==> src/rtl/bcp_pkg.sv <==
// Shared definitions for the BCP scheduling slice: FSM state encoding,
// default sizing and a constant-foldable clog2 helper.
package bcp_pkg;

    localparam int DEF_NUM_CLAUSES = 8;
    localparam int DEF_VAR_WIDTH   = 8;

    typedef enum logic [2:0] {
        S_IDLE,
        S_EVAL,
        S_SETTLE,
        S_SAMPLE,
        S_ISSUE,
        S_DONE,
        S_CONFLICT
    } bcp_state_e;

    function automatic int clog2(input int n);
        int r;
        r = 0;
        for (int i = 0; i < 32; i++) begin
            if ((1 << r) < n) r = r + 1;
        end
        return (r == 0) ? 1 : r;
    endfunction

    localparam int DEF_IDX_WIDTH = clog2(DEF_NUM_CLAUSES);

endpackage

==> src/rtl/rr_priority_pick.sv <==
// Combinational round-robin picker: first set request at or after ptr_i,
// scanning upward with wrap-around.
module rr_priority_pick
    import bcp_pkg::*;
#(
    parameter int NUM_REQ = DEF_NUM_CLAUSES,
    parameter int IDX_W   = clog2(NUM_REQ)
) (
    input  logic [NUM_REQ-1:0] req_i,
    input  logic [IDX_W-1:0]   ptr_i,
    output logic [IDX_W-1:0]   grant_o,
    output logic               any_o
);

    int idx;

    // Walk offsets from farthest to nearest so the nearest hit is written last.
    always_comb begin
        grant_o = '0;
        idx     = 0;
        for (int off = NUM_REQ - 1; off >= 0; off--) begin
            idx = int'(ptr_i) + off;
            if (idx >= NUM_REQ) idx = idx - NUM_REQ;
            if (req_i[idx]) grant_o = IDX_W'(idx);
        end
    end

    assign any_o = |req_i;

endmodule

==> src/rtl/bcp_unit_scheduler.sv <==
// Sequences one BCP round over the unit-checker bank and issues implied
// literals to the trail one at a time with round-robin fairness.
module bcp_unit_scheduler
    import bcp_pkg::*;
#(
    parameter int NUM_CLAUSES = DEF_NUM_CLAUSES,
    parameter int VAR_WIDTH   = DEF_VAR_WIDTH,
    parameter int IDX_WIDTH   = clog2(NUM_CLAUSES)
) (
    input  logic                           clock,
    input  logic                           reset,
    input  logic                           start,
    output logic                           en_part_sat,
    input  logic [NUM_CLAUSES-1:0]         unit_clause,
    input  logic [NUM_CLAUSES-1:0]         conflict_in,
    input  logic [NUM_CLAUSES*VAR_WIDTH-1:0] lit_var,
    input  logic [NUM_CLAUSES-1:0]         lit_pol,
    output logic                           imp_valid,
    input  logic                           imp_ready,
    output logic [VAR_WIDTH-1:0]           imp_var,
    output logic                           imp_pol,
    output logic [IDX_WIDTH-1:0]           imp_clause,
    output logic                           busy,
    output logic                           done,
    output logic                           conflict,
    output logic [IDX_WIDTH-1:0]           conflict_clause,
    output logic [VAR_WIDTH-1:0]           num_impl
);

    bcp_state_e               state_q, state_d;
    logic [NUM_CLAUSES-1:0]   served_q, served_d;
    logic [IDX_WIDTH-1:0]     rr_ptr_q, rr_ptr_d;
    logic                     imp_valid_q, imp_valid_d;
    logic [VAR_WIDTH-1:0]     imp_var_q, imp_var_d;
    logic                     imp_pol_q, imp_pol_d;
    logic [IDX_WIDTH-1:0]     imp_clause_q, imp_clause_d;
    logic                     done_q, done_d;
    logic                     conflict_q, conflict_d;
    logic [IDX_WIDTH-1:0]     cclause_q, cclause_d;
    logic [VAR_WIDTH-1:0]     num_impl_q, num_impl_d;
    logic                     en_q, en_d;
    logic                     busy_q, busy_d;

    logic [NUM_CLAUSES-1:0]   pending;
    logic [IDX_WIDTH-1:0]     grant;
    logic                     any_pending;
    logic [IDX_WIDTH-1:0]     conf_idx;

    assign pending = unit_clause & ~served_q;

    rr_priority_pick #(
        .NUM_REQ (NUM_CLAUSES),
        .IDX_W   (IDX_WIDTH)
    ) u_pick (
        .req_i   (pending),
        .ptr_i   (rr_ptr_q),
        .grant_o (grant),
        .any_o   (any_pending)
    );

    always_comb begin
        conf_idx = '0;
        for (int i = NUM_CLAUSES - 1; i >= 0; i--) begin
            if (conflict_in[i]) conf_idx = IDX_WIDTH'(i);
        end
    end

    always_comb begin
        state_d      = state_q;
        served_d     = served_q;
        rr_ptr_d     = rr_ptr_q;
        imp_valid_d  = imp_valid_q;
        imp_var_d    = imp_var_q;
        imp_pol_d    = imp_pol_q;
        imp_clause_d = imp_clause_q;
        done_d       = 1'b0;
        conflict_d   = 1'b0;
        cclause_d    = cclause_q;
        num_impl_d   = num_impl_q;

        case (state_q)
            S_IDLE: begin
                if (start) begin
                    state_d    = S_EVAL;
                    served_d   = '0;
                    num_impl_d = '0;
                    cclause_d  = '0;
                end
            end
            S_EVAL:   state_d = S_SETTLE;
            S_SETTLE: state_d = S_SAMPLE;
            S_SAMPLE: begin
                if (|conflict_in) begin
                    cclause_d  = conf_idx;
                    done_d     = 1'b1;
                    conflict_d = 1'b1;
                    state_d    = S_CONFLICT;
                end else if (!any_pending) begin
                    done_d  = 1'b1;
                    state_d = S_DONE;
                end else begin
                    imp_valid_d  = 1'b1;
                    imp_var_d    = lit_var[int'(grant)*VAR_WIDTH +: VAR_WIDTH];
                    imp_pol_d    = lit_pol[grant];
                    imp_clause_d = grant;
                    state_d      = S_ISSUE;
                end
            end
            S_ISSUE: begin
                // Re-evaluate after every accepted implication: the trail update
                // changes the checker counts.
                if (imp_ready) begin
                    served_d[imp_clause_q] = 1'b1;
                    if (imp_clause_q == IDX_WIDTH'(NUM_CLAUSES - 1)) rr_ptr_d = '0;
                    else rr_ptr_d = imp_clause_q + IDX_WIDTH'(1);
                    if (num_impl_q != '1) num_impl_d = num_impl_q + VAR_WIDTH'(1);
                    imp_valid_d = 1'b0;
                    state_d     = S_EVAL;
                end
            end
            S_DONE:     state_d = S_IDLE;
            S_CONFLICT: state_d = S_IDLE;
            default:    state_d = S_IDLE;
        endcase

        en_d   = (state_d == S_EVAL);
        busy_d = (state_d != S_IDLE);
    end

    always_ff @(posedge clock or posedge reset) begin
        if (reset) begin
            state_q      <= S_IDLE;
            served_q     <= '0;
            rr_ptr_q     <= '0;
            imp_valid_q  <= 1'b0;
            imp_var_q    <= '0;
            imp_pol_q    <= 1'b0;
            imp_clause_q <= '0;
            done_q       <= 1'b0;
            conflict_q   <= 1'b0;
            cclause_q    <= '0;
            num_impl_q   <= '0;
            en_q         <= 1'b0;
            busy_q       <= 1'b0;
        end else begin
            state_q      <= state_d;
            served_q     <= served_d;
            rr_ptr_q     <= rr_ptr_d;
            imp_valid_q  <= imp_valid_d;
            imp_var_q    <= imp_var_d;
            imp_pol_q    <= imp_pol_d;
            imp_clause_q <= imp_clause_d;
            done_q       <= done_d;
            conflict_q   <= conflict_d;
            cclause_q    <= cclause_d;
            num_impl_q   <= num_impl_d;
            en_q         <= en_d;
            busy_q       <= busy_d;
        end
    end

    assign en_part_sat     = en_q;
    assign imp_valid       = imp_valid_q;
    assign imp_var         = imp_var_q;
    assign imp_pol         = imp_pol_q;
    assign imp_clause      = imp_clause_q;
    assign busy            = busy_q;
    assign done            = done_q;
    assign conflict        = conflict_q;
    assign conflict_clause = cclause_q;
    assign num_impl        = num_impl_q;

endmodule

==> config.mk <==
export PLATFORM = sky130hd
export DESIGN_NAME = bcp_unit_scheduler
export DESIGN_NICKNAME = d
export VERILOG_FILES = /design/src/rtl/bcp_pkg.sv /design/src/rtl/rr_priority_pick.sv /design/src/rtl/bcp_unit_scheduler.sv
export SDC_FILE = /design/constraint.sdc
export NUM_CORES = 1
export LEC_CHECK = 0
export BUFFER_PORTS_ARGS = -buffer_cell sky130_fd_sc_hd__buf_2
export CORE_UTILIZATION = 53
export CTS_CLUSTER_DIAMETER = 40
export CTS_CLUSTER_SIZE = 20
export DETAILED_ROUTE_END_ITERATION = 10
export GPL_TIMING_DRIVEN = 0
export PLACE_DENSITY = 0.8
export SLEW_MARGIN = 20
export SYNTH_ARGS = -nofsm -noshare
export SYNTH_HDL_FRONTEND = slang
export SYNTH_SLANG_ARGS = --single-unit
==> constraint.sdc <==
create_clock -name clock -period 4.5 [get_ports clock]
set_input_delay 0.9 -clock clock [delete_from_list [all_inputs] [get_ports clock]]
set_output_delay 0.9 -clock clock [all_outputs]
set_load 0.005 [all_outputs]
; After elaboration in Yosys (flattened, before gate mapping)
; Cells that the tools add are included.
[totals]
register_bits = 42
inputBits = 92
output_inout_bits = 28
wordCells = 157
[op_classes]
add_sub_neg = 17
n_lt_le_gt_ge = 19
eq_ne = 13
n_shift = 1
n_mux = 76
bitwise = 4
reduce_logical = 14
[op_table]
columns = cell, n
row1 = 32-bit by 5-bit less-than comparator with 1-bit output (second input constant), 8
row2 = 32-bit 2-to-1 mux, 8
row3 = 32-bit by 5-bit >= comparator with 1-bit output (second input constant), 7
row4 = 32-bit by 5-bit subtractor with 32-bit output (second input constant), 7
row5 = 64-bit by 7-bit indexed part select with 8-bit output, 1
row6 = 3-bit 2-to-1 mux, 21
row7 = 8-bit 2-to-1 mux, 4
row8 = 8-bit case mux with 2 select lines, 2
row9 = 1-bit binary-select mux with 3-bit select, 9
row10 = 1-bit 2-to-1 mux, 27
row11 = 3-bit by 3-bit adder with 4-bit output (second input constant), 4
row12 = 8-bit OR reduction, 2
row13 = 3-bit case mux with 5 select lines, 1
row14 = 2-bit inequality test (second input constant), 6
row15 = 3-bit AND reduction, 3
row16 = 3-bit by 2-bit adder with 4-bit output (second input constant), 2
row17 = 8-bit by 1-bit adder with 8-bit output (second input constant), 1
row18 = 8-bit bitwise AND, 1
row19 = 3-bit by 4-bit less-than comparator with 1-bit output (second input constant), 2
row20 = 8-bit inequality test (second input constant), 1
row21 = 8-bit inverter, 1
row22 = 8-bit bitwise OR, 1
row23 = 4-bit AND reduction, 2
row24 = 3-bit by 1-bit == test with 1-bit output (second input constant), 2
row25 = 17 further kinds, 21

; Longest topological paths before layout
[logic_depth]
ltp_word = 16
mapped_depth = 16

; By module
; Synthesis repeated with hierarchy kept, for this count alone.
[hier_totals]
hier_cells = 308
hier_area_um2 = 3337.0
[modules_own_cells]
columns = mod, instances, cells_per_inst, area_per_inst_um2, seq_area_each_um2
row1 = bcp_unit_scheduler, 1, 223, 2544.9, 1051.0
row2 = rr_priority_pick, 1, 85, 792.0, 0.0

; Least setup slack after synthesis
; Ideal clock, no wire load.
[synth_path]
kind = reg-to-reg
start = reg rr_ptr_q[0]
end = reg imp_pol_q, in the netlist imp_pol
setup_ps = 128
arrival_ps = 3780
required_ps = 4372
slack_ps = 592
path_stages_with_launch = 15
path_buffers = 4
period_less_slack_ps = 3908
cell_sequence = dfrtp_1 > buf_6 > inv_2 > buf_2 > clkbuf_1 > ha_1 > clkbuf_1 > inv_2 > mux4_2 > a211oi_2 > o21ai_2 > o211ai_4 > mux2_2 > a32oi_1 > nand3b_1
[synth_via]
elab_chain_cells = 16
word_cells_on_any_way = 65
classes_between = 15 x add/sub / 8 x order compare / 42 x mux
[synth_rtl]
columns = element, line_no
row1 = from (decl), bcp_unit_scheduler.sv:32  ; logic [IDX_WIDTH-1:0] rr_ptr_q, rr_ptr_d;
row2 = from (signal assigned), bcp_unit_scheduler.sv:148  ; rr_ptr_q <= rr_ptr_d;
row3 = 3-bit by 3-bit adder with 4-bit output, rr_priority_pick.sv:22  ; idx = int'(ptr_i) + off;
row4 = 32-bit by 5-bit subtractor with 32-bit output or 32-bit by 5-bit >= comparator with 1-bit output (tied branches), rr_priority_pick.sv:23  ; if (idx >= NUM_REQ) idx = idx - NUM_REQ;
row5 = 32-bit 2-to-1 mux, rr_priority_pick.sv:23
row6 = 1-bit binary-select mux with 3-bit select, rr_priority_pick.sv:24  ; if (req_i[idx]) grant_o = IDX_W'(idx);
row7 = 1-bit 2-to-1 mux (not written as such) (2 in a row), rr_priority_pick.sv:24
row8 = 3-bit 2-to-1 mux (7 in a row), rr_priority_pick.sv:24
row9 = 3-bit 2-to-1 mux *, rr_priority_pick.sv:24
row10 = 1-bit binary-select mux with 3-bit select *, bcp_unit_scheduler.sv:104  ; imp_pol_d = lit_pol[grant];
row11 = 1-bit 2-to-1 mux (not written as such) *, bcp_unit_scheduler.sv:104
row12 = to (signal assigned), bcp_unit_scheduler.sv:151  ; imp_pol_q <= imp_pol_d;
row13 = to (decl), bcp_unit_scheduler.sv:35  ; logic imp_pol_q, imp_pol_d;
; Mark *: on every way between the ends. The rest lies on a longest branch, timed or not. The select of a mux whose other input is x is not followed.
; A chain may end at the register's enable or synchronous reset.

; Worst setup path in the final report
[layout_path]
start = reg rr_ptr_q[0]
end = reg imp_var_q[3], in the netlist imp_var[3]
[layout_via]
elab_chain_cells = 15
word_cells_on_any_way = 64
classes_between = 15 x add/sub / 8 x order compare / 1 x shift / 40 x mux
[layout_rtl]
columns = element, line_no
row1 = 3-bit by 3-bit adder with 4-bit output, rr_priority_pick.sv:22
row2 = 32-bit by 5-bit subtractor with 32-bit output or 32-bit by 5-bit >= comparator with 1-bit output (tied branches), rr_priority_pick.sv:23
row3 = 32-bit 2-to-1 mux, rr_priority_pick.sv:23
row4 = 1-bit binary-select mux with 3-bit select, rr_priority_pick.sv:24
row5 = 1-bit 2-to-1 mux (not written as such) (2 in a row), rr_priority_pick.sv:24
row6 = 3-bit 2-to-1 mux (7 in a row), rr_priority_pick.sv:24
row7 = 3-bit 2-to-1 mux *, rr_priority_pick.sv:24
row8 = 64-bit by 7-bit indexed part select with 8-bit output *, bcp_unit_scheduler.sv:103  ; imp_var_d = lit_var[int'(grant)*VAR_WIDTH +: VAR_WIDTH];
row9 = to (signal assigned), bcp_unit_scheduler.sv:150  ; imp_var_q <= imp_var_d;
row10 = to (decl), bcp_unit_scheduler.sv:34  ; logic [VAR_WIDTH-1:0] imp_var_q, imp_var_d;
; Marked as above.

==> summary.txt <==
Critical path type: flop to flop
Gpl congestion: 0.966
Outcome: finished clean
Core Region: 7250 sq um
Worst hold slack: 486 ps
RSZ-0062 raised after global routing: false
Least-Margin Pin Slew: 660 ps
Leak Pwr: 2.36 nW
Global-route wire length before repair: 18300 um
Synth warnings: 0
CP required: 4670 ps
Syn Inst Count: 440
DIE HEIGHT: 88.6 um
Setup slack, reg-to-reg: 230 ps
Max cap viols: 0
Most used DFF post-synth: dfrtp_1
Fillers: 612
Relative slew slack: 55.8%
Synth top area share: 26.5%
Vias per cell: 6.24
Dominant cells by area after synthesis: dfrtp_1 26%, mux4_2 8.5%, mux2i_1 8.3%
Area of the multi-input gates: 2770 sq um
Drt first pass iters: 5
PD cells: 773 nW/um^2
Crit path top cell by count: mux2i_1
Mapped Area: 3970 sq um
H-tree Lvls: 2
Vias in the first global route: 3727
Row count: 31
CTS tree: done
CP max stage cell: mux4_2
Total GRT Usage: 30.3%
Worst Hold Class: flop to flop
Number of flops mapped to enable cells by yosys: 0
Maximum fanout along the worst path: 10
Post-DP HPWL: 8890 um
Async set-reset flop share out of synthesis: 100%
Number of synthesized register bits: 42
Final hold vios: 0
Non-Filler Instances: 668
Crit-path cells: buf_6, inv_2, buf_4, clkbuf_2, ha_2, clkbuf_1, inv_4, mux4_2, a211oi_4, o21ai_4, o211ai_4, mux2i_1, mux2i_1, a221o_1
Sequential Area: 1050 sq um
Initial antenna violation count: 0
Number of diodes: 0
CTS root buffer: clkbuf_8
Crit end category: flop
Net count, final: 665
Post-synthesis sequential area ratio: 26.5%
Fmax: 234 MHz
Port Buffers: 119
Final setup violation count: 0
Setup TNS: 0 ps
Detailed-route DRC error count: 0
First DRT Iteration DRCs: 264
Top Ports: 120
Startpoint types: flop
Die Area: 7840 sq um
Fin area: 4880 sq um
Longest Clk Path Bufs: 2
Remaining global-route overflow: 0
Antenna viol nets, final: 0
Post-layout min period: 4270 ps
Initial core utilization: 54.7%
Final wirelength: 11800 um
Max-slew violations: 0
Syn avg cell area: 9.02 sq um
Largest net degree at the start of global routing: 32
CP arrival: 4440 ps
Clk_skew: 5.18 ps
Hold buffers post-CTS: 0
Layout cells sized above 1: 34.4%
Sink Count: 42
Tcrit/Tclk final: 94.9%
Syn Nets: 537
Max stage delay on crit path: 600 ps
Vias after detailed routing: 4170
Count of cell types in the netlist: 71
Placed cell count: 659
Cts bufs inserted: 5
CTS clk-pin slew, worst paths: 70 ps
Worst IR drop on VDD: 0.000348 V
Area leader, netlist: dfrtp_1
WL/cell: 17.6 um
Area post-placement: 4710 sq um
Chip width: 88.6 um
Layout Area Growth over Synthesis: 23.0%
Clk Latency, worst-skew pair: 290 ps
-- path summary, 6_finish.rpt --
kind | startpoint | end | cells after the start
min reg2reg | imp_valid$_DFFE_PP0P_ | imp_valid$_DFFE_PP0P_ | 2
max reg2reg | rr_ptr_q[0]$_DFFE_PP0P_ | imp_var[3]$_DFFE_PP0P_ | 14
max | rr_ptr_q[0]$_DFFE_PP0P_ | imp_var[3]$_DFFE_PP0P_ | 14
max in group asynchronous | reset | num_impl[2]$_DFFE_PP0P_ | 3
min in group asynchronous | reset | imp_var[0]$_DFFE_PP0P_ | 2
min | imp_valid$_DFFE_PP0P_ | imp_valid$_DFFE_PP0P_ | 2
-- worst max-delay path: cells and delay by family (launching register included) --
family / cells / cell delay, ps
AOI/OAI and AO/OA: 4 / 1250
adders and majority gates: 1 / 300
muxes: 3 / 970
buffers and inverters: 6 / 1220
DFF: 1 / 400
-- routing by layer --
metal	up-vias	track usage [%]	routed length (um)
met5	-	0	0
met4	0	9.82	146
met3	15	2.33	722
met2	186	50.8	5970
met1	2022	41.9	4920
li1	1947	-	-
-- synthesized netlist by cell type, drive strengths merged (3+ instances only) --
| cell type | count |
|---|---|
| a21oi | 33 |
| mux2 | 7 |
| clkbuf | 12 |
| o21ai | 17 |
| a211oi | 3 |
| xor2 | 4 |
| a221o | 8 |
| nand3 | 6 |
| o21a | 4 |
| o22ai | 9 |
| nor3 | 11 |
| nand3b | 3 |
| nand4 | 4 |
| nor2 | 48 |
| buf | 10 |
| o211ai | 4 |
| nor4 | 3 |
| nor2b | 11 |
| mux4 | 16 |
| a22o | 8 |
| a31oi | 5 |
| nand2b | 11 |
| o22a | 7 |
| a31o | 7 |
| mux2i | 34 |
| a21o | 9 |
| o31ai | 9 |
| dfrtp | 42 |
| ha | 5 |
| inv | 16 |
| nand2 | 33 |
| o32ai | 8 |
| xnor2 | 5 |
-- report_power, final --
part	leakage (nW)	internal [mW]	switching (mW)	total, mW
combinational	1.75	1.30	1.68	2.99
sequential	0.561	0.448	0.0512	0.499
clock	0.0524	0.166	0.121	0.287
total	2.36	1.92	1.86	3.77
-- sequential cells by signal, summed over array words and instances (netlist names) --
| register | cells |
|---|---|
| conflict_clause | 3 |
| en_part_sat | 1 |
| served_q | 8 |
| imp_clause | 3 |
| imp_var | 8 |
| state_q | 3 |
| imp_valid | 1 |
| num_impl | 8 |
| imp_pol | 1 |
| conflict | 1 |
| busy | 1 |
| rr_ptr_q | 3 |
| done | 1 |
-- area by class of cell --
cell class / count / share of cell area, %
plain buffers: 22 / 2.87
inverters: 17 / 1.36
clock buffers: 7 / 1.56
multi-input cells: 359 / 56.8
well taps: 99 / 2.54
clock inverters: 1 / 0.615
flip-flops and latches: 42 / 21.5
repair buffers: 121 / 12.8
-- repair_timing --
action	4_1_cts	5_1_grt
setup buffers	0	1
endpoints found under the setup margin	9	9
gates resized for setup	3	11
pin swaps	0	2
-- stage by stage --
step / power (mW) / worst slack, ps / utilization, %
3_5_place_dp: 3.31 / -202 / 64.9
6_report: 3.77 / 228 / 67.3
4_1_cts: 3.63 / 71.4 / 66.6
3_3_place_gp: 3.26 / -172 / 64.7
5_1_grt: 3.99 / 23.4 / 67.3
2_1_floorplan: 2.66 / 592 / -
-- layout by cell type, fill, tap and decap left out, types with 3 or more instances in the layout --
| cell type | instances |
|---|---|
| inv_1 | 13 |
| dfrtp_1 | 42 |
| o21a_1 | 3 |
| nor2_1 | 48 |
| o22a_1 | 7 |
| a21oi_1 | 33 |
| nor3_1 | 10 |
| ha_1 | 4 |
| buf_2 | 121 |
| o22ai_1 | 9 |
| nand2_1 | 33 |
| o31ai_1 | 9 |
| a21o_1 | 9 |
| nand3b_1 | 3 |
| clkbuf_8 | 5 |
| mux2_2 | 7 |
| nor2b_1 | 5 |
| o21ai_0 | 12 |
| a221o_1 | 8 |
| mux4_2 | 15 |
| a22o_1 | 8 |
| a31o_2 | 7 |
| xnor2_1 | 5 |
| mux2i_1 | 33 |
| xor2_1 | 4 |
| nand4_1 | 4 |
| o32ai_1 | 8 |
| nand3_1 | 6 |
| clkbuf_1 | 12 |
| nor2b_2 | 6 |
| nor4_1 | 3 |
| buf_4 | 3 |
| nand2b_1 | 11 |
| a31oi_1 | 5 |
| buf_6 | 4 |
-- logic make-up after synthesis --
group           share of synthesized area (%)
xor+xnor                                 1.99
flops                                    26.5
buf+inv                                  4.95
compound gates                           27.4
mux                                      19.8
fa+ha+maj                                1.58
simple gates                             17.8
(Power assumes the default switching activity.)
